==> config.mk <==
export PLATFORM = sky130hd
export DESIGN_NAME = mac_pe_sequencer
export DESIGN_NICKNAME = d
export VERILOG_FILES = /design/src/rtl/mac_pe_seq_pkg.sv /design/src/rtl/mac_pe_sequencer.sv
export SDC_FILE = /design/constraint.sdc
export NUM_CORES = 1
export LEC_CHECK = 0
export CAP_MARGIN = 40
export CORE_MARGIN = 2
export CORE_UTILIZATION = 38
export DETAILED_ROUTE_END_ITERATION = 7
export HOLD_SLACK_MARGIN = 0.03
export PLACE_DENSITY = 0.86
export SLEW_MARGIN = 20
export SYNTH_ARGS = -nofsm -noshare
export SYNTH_HDL_FRONTEND = slang
export SYNTH_SLANG_ARGS = --single-unit
==> constraint.sdc <==
create_clock -name clk_i -period 2.2 [get_ports clk_i]
set_input_delay 0.44 -clock clk_i [delete_from_list [all_inputs] [get_ports clk_i]]
set_output_delay 0.44 -clock clk_i [all_outputs]
set_load 0.02 [all_outputs]
==> src/rtl/mac_pe_seq_pkg.sv <==
// Shared types for the mac_pe operand sequencer.
package mac_pe_seq_pkg;

  typedef enum logic [2:0] {
    IDLE,
    CLEAR,
    STREAM,
    CAPTURE,
    RESULT
  } mac_seq_state_e;

endpackage

==> src/rtl/mac_pe_sequencer.sv <==
// Streams k operand pairs from two SRAMs into a mac_pe and returns the dot product.
// Optional busy-cycle counter enabled by MAC_PE_SEQ_PERF_EN.
//
// state   | meaning
// IDLE    | waiting for start_i
// CLEAR   | clear PE accumulator, read address 0 when k>0
// STREAM  | read addresses 1..k-1, one per cycle
// CAPTURE | wait out the last valid beat, then register acc_i
// RESULT  | hold res_o until res_ready_i
module mac_pe_sequencer
  import mac_pe_seq_pkg::*;
#(
  parameter int DATA_WIDTH = 16,
  parameter int K_MAX      = 16,
  parameter int ADDR_WIDTH = $clog2(K_MAX),
  parameter int LEN_WIDTH  = $clog2(K_MAX + 1)
) (
  input  logic                  clk_i,
  input  logic                  rst_ni,
  input  logic                  start_i,
  input  logic [LEN_WIDTH-1:0]  k_len_i,
  output logic                  busy_o,
  output logic                  rd_en_o,
  output logic [ADDR_WIDTH-1:0] rd_addr_o,
  input  logic [DATA_WIDTH-1:0] a_rdata_i,
  input  logic [DATA_WIDTH-1:0] b_rdata_i,
  output logic [DATA_WIDTH-1:0] a_o,
  output logic [DATA_WIDTH-1:0] b_o,
  output logic                  a_valid_o,
  output logic                  b_valid_o,
  output logic                  acc_clr_o,
  input  logic [DATA_WIDTH-1:0] acc_i,
  output logic [DATA_WIDTH-1:0] res_o,
  output logic                  res_valid_o,
  input  logic                  res_ready_i
`ifdef MAC_PE_SEQ_PERF_EN
  ,
  output logic [31:0]           perf_busy_cycles_o
`endif
);

  mac_seq_state_e        state_q, state_d;
  logic [LEN_WIDTH-1:0]  k_q, k_d;
  logic [ADDR_WIDTH-1:0] addr_q, addr_d;
  logic                  valid_q, valid_d;
  logic [DATA_WIDTH-1:0] res_q, res_d;
  logic                  res_valid_q, res_valid_d;
  logic                  rd_en;
  logic [ADDR_WIDTH-1:0] rd_addr;
  logic                  acc_clr;

  always_comb begin
    state_d     = state_q;
    k_d         = k_q;
    addr_d      = addr_q;
    res_d       = res_q;
    res_valid_d = res_valid_q;
    rd_en       = 1'b0;
    rd_addr     = '0;
    acc_clr     = 1'b0;
    unique case (state_q)
      IDLE: begin
        if (start_i) begin
          k_d     = (k_len_i > LEN_WIDTH'(K_MAX)) ? LEN_WIDTH'(K_MAX) : k_len_i;
          state_d = CLEAR;
        end
      end
      CLEAR: begin
        acc_clr = 1'b1;
        rd_en   = (k_q != '0);
        addr_d  = ADDR_WIDTH'(1);
        state_d = (k_q > LEN_WIDTH'(1)) ? STREAM : CAPTURE;
      end
      STREAM: begin
        rd_en   = 1'b1;
        rd_addr = addr_q;
        addr_d  = addr_q + ADDR_WIDTH'(1);
        if (LEN_WIDTH'(addr_q) == k_q - LEN_WIDTH'(1)) state_d = CAPTURE;
      end
      CAPTURE: begin
        // A still-valid beat means the PE has not absorbed the last product yet.
        if (!valid_q) begin
          res_d       = acc_i;
          res_valid_d = 1'b1;
          state_d     = RESULT;
        end
      end
      RESULT: begin
        if (res_ready_i) begin
          res_valid_d = 1'b0;
          state_d     = IDLE;
        end
      end
      default: state_d = IDLE;
    endcase
    valid_d = rd_en;
  end

  always_ff @(posedge clk_i or negedge rst_ni) begin
    if (!rst_ni) begin
      state_q     <= IDLE;
      k_q         <= '0;
      addr_q      <= '0;
      valid_q     <= 1'b0;
      res_q       <= '0;
      res_valid_q <= 1'b0;
    end else begin
      state_q     <= state_d;
      k_q         <= k_d;
      addr_q      <= addr_d;
      valid_q     <= valid_d;
      res_q       <= res_d;
      res_valid_q <= res_valid_d;
    end
  end

  assign busy_o      = (state_q != IDLE);
  assign rd_en_o     = rd_en;
  assign rd_addr_o   = rd_addr;
  assign acc_clr_o   = acc_clr;
  assign a_valid_o   = valid_q;
  assign b_valid_o   = valid_q;
  assign a_o         = valid_q ? a_rdata_i : '0;
  assign b_o         = valid_q ? b_rdata_i : '0;
  assign res_o       = res_q;
  assign res_valid_o = res_valid_q;

`ifdef MAC_PE_SEQ_PERF_EN
  logic [31:0] perf_q, perf_d;

  always_comb begin
    perf_d = perf_q;
    if (busy_o && (perf_q != '1)) perf_d = perf_q + 32'd1;
  end

  always_ff @(posedge clk_i or negedge rst_ni) begin
    if (!rst_ni) perf_q <= '0;
    else         perf_q <= perf_d;
  end

  assign perf_busy_cycles_o = perf_q;
`endif

endmodule

# --- Yosys cells after proc, flatten, opt, wreduce, memory -nomap -nowiden ---
# Cells that the tools add are included.
classes:
  add_sub_neg: 2
  order_cmp: 2
  eq_ne: 9
  n_mux: 16
  bitwise_logic: 1
  reduce_logical: 9
ops:
  columns: ["operator", "n"]
  rows:
  - ["$mux W16", 2]
  - ["$pmux W3 S5", 1]
  - ["$mux W3", 4]
  - ["$ne A2 B2 Y1 const B", 4]
  - ["$pmux W4 S2", 1]
  - ["$eq A3 B2 Y1 const B", 2]
  - ["$eq A4 B5 Y1", 1]
  - ["$gt A5 B1 Y1 const B", 1]
  - ["$gt A5 B5 Y1 const B", 1]
  - ["$mux W5", 1]
  - ["$reduce_bool A5 Y1", 1]
  - ["$sub A5 B1 Y5 const B", 1]
  - ["$add A4 B1 Y4 const B", 1]
  - ["$mux W1", 4]
  - ["$mux W4", 1]
  - ["$pmux W1 S2", 2]
  - ["$reduce_and A2 Y1", 2]
  - ["$reduce_and A4 Y1", 1]
  - ["$reduce_bool A2 Y1", 2]
  - ["$eq A3 B1 Y1 const B", 1]
  - ["$eq A3 B3 Y1 const B", 1]
  - ["$logic_not A3 Y1", 1]
  - ["$reduce_and A3 Y1", 1]
  - ["$reduce_bool A3 Y1", 1]
  - ["$not A1 Y1", 1]
word_totals:
  ff_bits: 30
  inputBits: 57
  output_inout_bits: 58
  wordCells: 45

# --- Depth between registers and ports, before layout ---
logic_depth:
  depth_word: 4
  ltp_mapped: 6
  ltp_nobuf: 6

# --- Least setup slack after synthesis ---
# OpenSTA, ideal clock, no wires.
synth_path:
  kind: "flip-flop to output port"
  start: "reg state_q[2]"
  end: "out rd_en_o"
  arrival_time_ns: 1.346
  t_required_ns: 1.760
  path_slack_ns: 0.414
  path_stages_with_launch: 5
  n_path_buf: 1
  path_cell_list: "dfrtp_1 buf_6 or3_1 inv_1 a21o_1"
synth_via:
  elab_chain_cells: 2
  elab_cells_between_ends: 3
  classes_between: "eq/ne: 2; mux: 1"
synth_lines:
  columns: ["item", "line", "rtl"]
  rows:
  - ["start: declaration", "mac_pe_sequencer.sv:42", "mac_seq_state_e state_q, state_d;"]
  - ["start signal: assignment", "mac_pe_sequencer.sv:108", "state_q <= state_d;"]
  - ["$eq A3 B2 Y1 / $eq A3 B1 Y1 (equally long branches)", "mac_pe_sequencer.sv:61", "unique case (state_q)"]
  - ["$pmux W1 S2 *", "mac_pe_sequencer.sv:61", null]
  - ["end: declaration", "mac_pe_sequencer.sv:23", "output logic rd_en_o,"]
# Mark *: on every way between the ends. The rest lies on a longest branch, timed or not.

# --- Worst setup path in the final report ---
# Same ends and word-level chain as after synthesis.

==> metrics list <==
- The flow ran to the end, and the final reports show no timing, DRC or antenna violations.
- Slew headroom: 69.64%
- Worst Path Class, Setup: register to output pin
- Wire length of the first global-routing pass: 7348 um
- When the netlist entered floorplanning its net count stood at 220.
- The design draws 4.060 mW.
- Critical Path Start Type: register
* Setup skew after layout: 0.008265 ns
* Final setup violation count: 0
- Of the cells placed in the final design, the portion with a size suffix greater than 1 is 14.13%.
- Entering global routing, the biggest net connects 35 pins.
- 115 I/O pins were placed.
- Seq cells post-synth: 30
* Share of the core filled with cells in the final layout: 73.09%
* Count of inserted antenna diode cells: 0
- Cts bufs inserted: 5
- The count of buffers added on input and output ports is 114.
* Total Routed Length: 4604 um
- Broken down by cell family, the worst path's largest delay share belongs to flip-flops.
- Area delta synth->final: 81.11%
- Vias in the first global route: 1,515
* Crit path setup slack, layout: 0.07909 ns
- For this block, the via count after detailed routing is 1,585.
- The initial antenna violation count was 0.
- Including well taps, the total number of placed cells is 324.
* Type of element capturing the critical path: output pin
- Min Tclk post-route: 2.121 ns
- Residual DRC: 0
* Synthesized area divided by synthesized cell count: 10.37 um^2
- Grt ovf: 0
- Power per unit of standard cell area: 1359 nW/um^2
* Gr usage total: 18.77%
- Number of violations of the max-capacitance limit: 0
- Clock tree from TritonCTS: built
* Final worst path period share: 96.41%
* Final cell area excluding filler cells: 2987 um^2
- Setup repair after global routing missed its margin: false
- Routability cong.: 0.7410
* Critical path's slowest cell: sky130_fd_sc_hd__dfrtp_1
- For this run, the post-layout net count is 343.
- For this block, the initial DRC count from the detailed router was 23.
* Max stage delay on crit path: 0.45 ns
* Starting density of the core: 40.36%
- Post-Synthesis Cells: 159
- CTS sink count: 30
- Measured along the y axis, the die boundary spans 69.88 um.
- Counting along the longest clock path gives a buffer depth of 2.
* Die Wd: 69.88 um
- Clk root buf: sky130_fd_sc_hd__clkbuf_8
- Pins over their slew limit: 0
* Insertion delay of the later-clocked pin in the worst-skew pair: 0.28 ns
- Proportion of synthesized chip area in sequential cells: 45.52%
- Leading cell type in the layout, fill and taps excluded: sky130_fd_sc_hd__clkdlybuf4s50_1
- Final cell count without fillers: 333
- Based on the critical path, the design can be clocked at up to 471.5 MHz.
- Summed over all cells, the static leakage comes to 1.268 nW.
- Worst EP arrival: 1.68 ns
* Post-route setup TNS: 0 ns
- Data on the critical path is required at its endpoint by 1.76 ns.
- Commonest cells after routing, fill and taps aside: sky130_fd_sc_hd__clkdlybuf4s50_1, sky130_fd_sc_hd__and2_1, sky130_fd_sc_hd__dfrtp_1, sky130_fd_sc_hd__mux2_2, sky130_fd_sc_hd__nand2_1
* # H-tree levels: 2
- Worst path cell trace: or3_1 > inv_1 > a21o_1 > clkdlybuf4s15_1
- After detailed routing, the average wire length per cell comes to 13.83 um.
- The number of hold-slack violations in the final timing report came to 0.
- Number of warnings printed during yosys synthesis: 0
- Final HPWL from detailed placement: 3680 um
- Along the worst path, the maximum fanout reaches 5.
- The floorplan step defined a core boundary enclosing 4086 um^2.
- On the final layout, the worst hold slack is 0.5026 ns.
- At the pin with the least slew margin, the transition time is 0.4539 ns.
- # rows: 23
- The worst-case IR drop observed on VDD is 0.8048 mV.
* Combined buffer and inverter count along the critical path: 2
- Using the TritonRoute via totals, the vias-per-cell ratio works out to 4.760.
* Pre-CTS setup slack: 0.07382 ns
* HP Class: register to register
- The count of nets left with antenna violations once routing finished came out at 0.
- After detailed placement, the total cell area comes to 2889 um^2.
- Clock-pin slew was measured on the worst setup and hold paths at 0.06 ns.
* Die Footprint: 4883 um^2
- Number of distinct standard cells referenced by the synthesized netlist: 32
- The first TritonRoute pass finished after 4 iterations.
- Cell area after technology mapping: 1649 um^2
==> registers in the layout, indices dropped and copies added (netlist names) <==
signal	cells
k_q	5
res_valid_o	1
addr_q	4
res_o	16
a_valid_o	1
state_q	3
==> power breakdown <==
group          internal (mW)  total [mW]  switching (mW)
registers              0.820        1.05           0.232
logic                   1.34        2.56            1.21
clock network          0.252       0.453           0.201
==> metal layers <==
metal	up-vias	wire length (um)	global-route usage, %
met5	-	0	0
li1	772	-	-
met2	84	2331	32.49
met4	0	93	7.906
met3	11	440	5.916
met1	718	1738	21.29
==> cells by family after synthesis <==
logic type	count (synthesis)	synth area share, %
simple gates	72	25.42
compound gates	17	6.450
flops	30	45.52
fa+ha+maj	4	3.035
mux	19	12.82
buf+inv	12	4.097
xor+xnor	5	2.655
==> final cells by class <==
| type | count | area, um^2 |
|---|---|---|
| tap | 50 | 62.56 |
| clock inverter | 1 | 5.005 |
| fill | 322 | 1100 |
| timing repair buffer | 123 | 1226 |
| sequential | 30 | 752.0 |
| multi-input combinational | 117 | 835.8 |
| clock buffer | 7 | 86.33 |
| inverter | 5 | 18.77 |
==> worst paths after layout <==
check,slack (ns),endpoint,startpoint,cells past startpoint
worst max-delay path,0.08,rd_en_o,state_q[2],4
worst min-delay path,0.50,res_o[10],res_o[10],1
worst max register to register,0.49,res_o[9],state_q[2],4
worst min register to register,0.50,res_o[10],res_o[10],1
max in group asynchronous,1.37,a_valid_o,rst_ni,2
min in group asynchronous,0.54,addr_q[3],rst_ni,2
==> synth_stat cells <==
cell / number / area share (%)
sky130_fd_sc_hd__nand2_2: 1 / 0.38
sky130_fd_sc_hd__o21ai_0: 8 / 2.4
sky130_fd_sc_hd__nand3_1: 2 / 0.61
sky130_fd_sc_hd__or3_1: 1 / 0.38
sky130_fd_sc_hd__buf_8: 1 / 0.91
sky130_fd_sc_hd__a31o_2: 1 / 0.53
sky130_fd_sc_hd__o221ai_1: 1 / 0.53
sky130_fd_sc_hd__nand2b_1: 4 / 1.5
sky130_fd_sc_hd__a21o_1: 1 / 0.46
sky130_fd_sc_hd__a211o_1: 1 / 0.53
sky130_fd_sc_hd__nor2_1: 8 / 1.8
sky130_fd_sc_hd__mux2i_1: 2 / 1.2
sky130_fd_sc_hd__and3_1: 1 / 0.38
sky130_fd_sc_hd__nand2_1: 12 / 2.7
sky130_fd_sc_hd__nor3_4: 1 / 0.99
sky130_fd_sc_hd__mux2_2: 17 / 12
sky130_fd_sc_hd__xnor2_1: 5 / 2.7
sky130_fd_sc_hd__inv_1: 5 / 1.1
sky130_fd_sc_hd__ha_1: 4 / 3.0
sky130_fd_sc_hd__nor3_1: 3 / 0.91
sky130_fd_sc_hd__and2_1: 36 / 14
sky130_fd_sc_hd__a21boi_0: 1 / 0.46
sky130_fd_sc_hd__dfrtp_1: 30 / 46
sky130_fd_sc_hd__nor3b_4: 1 / 1.1
sky130_fd_sc_hd__buf_6: 1 / 0.68
sky130_fd_sc_hd__nand3b_1: 1 / 0.46
sky130_fd_sc_hd__buf_4: 1 / 0.46
sky130_fd_sc_hd__a21oi_1: 2 / 0.61
sky130_fd_sc_hd__clkbuf_1: 4 / 0.91
sky130_fd_sc_hd__or3_2: 1 / 0.46
sky130_fd_sc_hd__a211oi_1: 1 / 0.46
sky130_fd_sc_hd__o211ai_1: 1 / 0.46
==> repair_timing <==
action,4_1_cts,5_1_grt
pin swaps,1,0
setup buffers,1,0
hold buffers,0,0
resized for setup,7,3
setup endpoints to repair,7,16
Power figures use the tool's default switching activity.
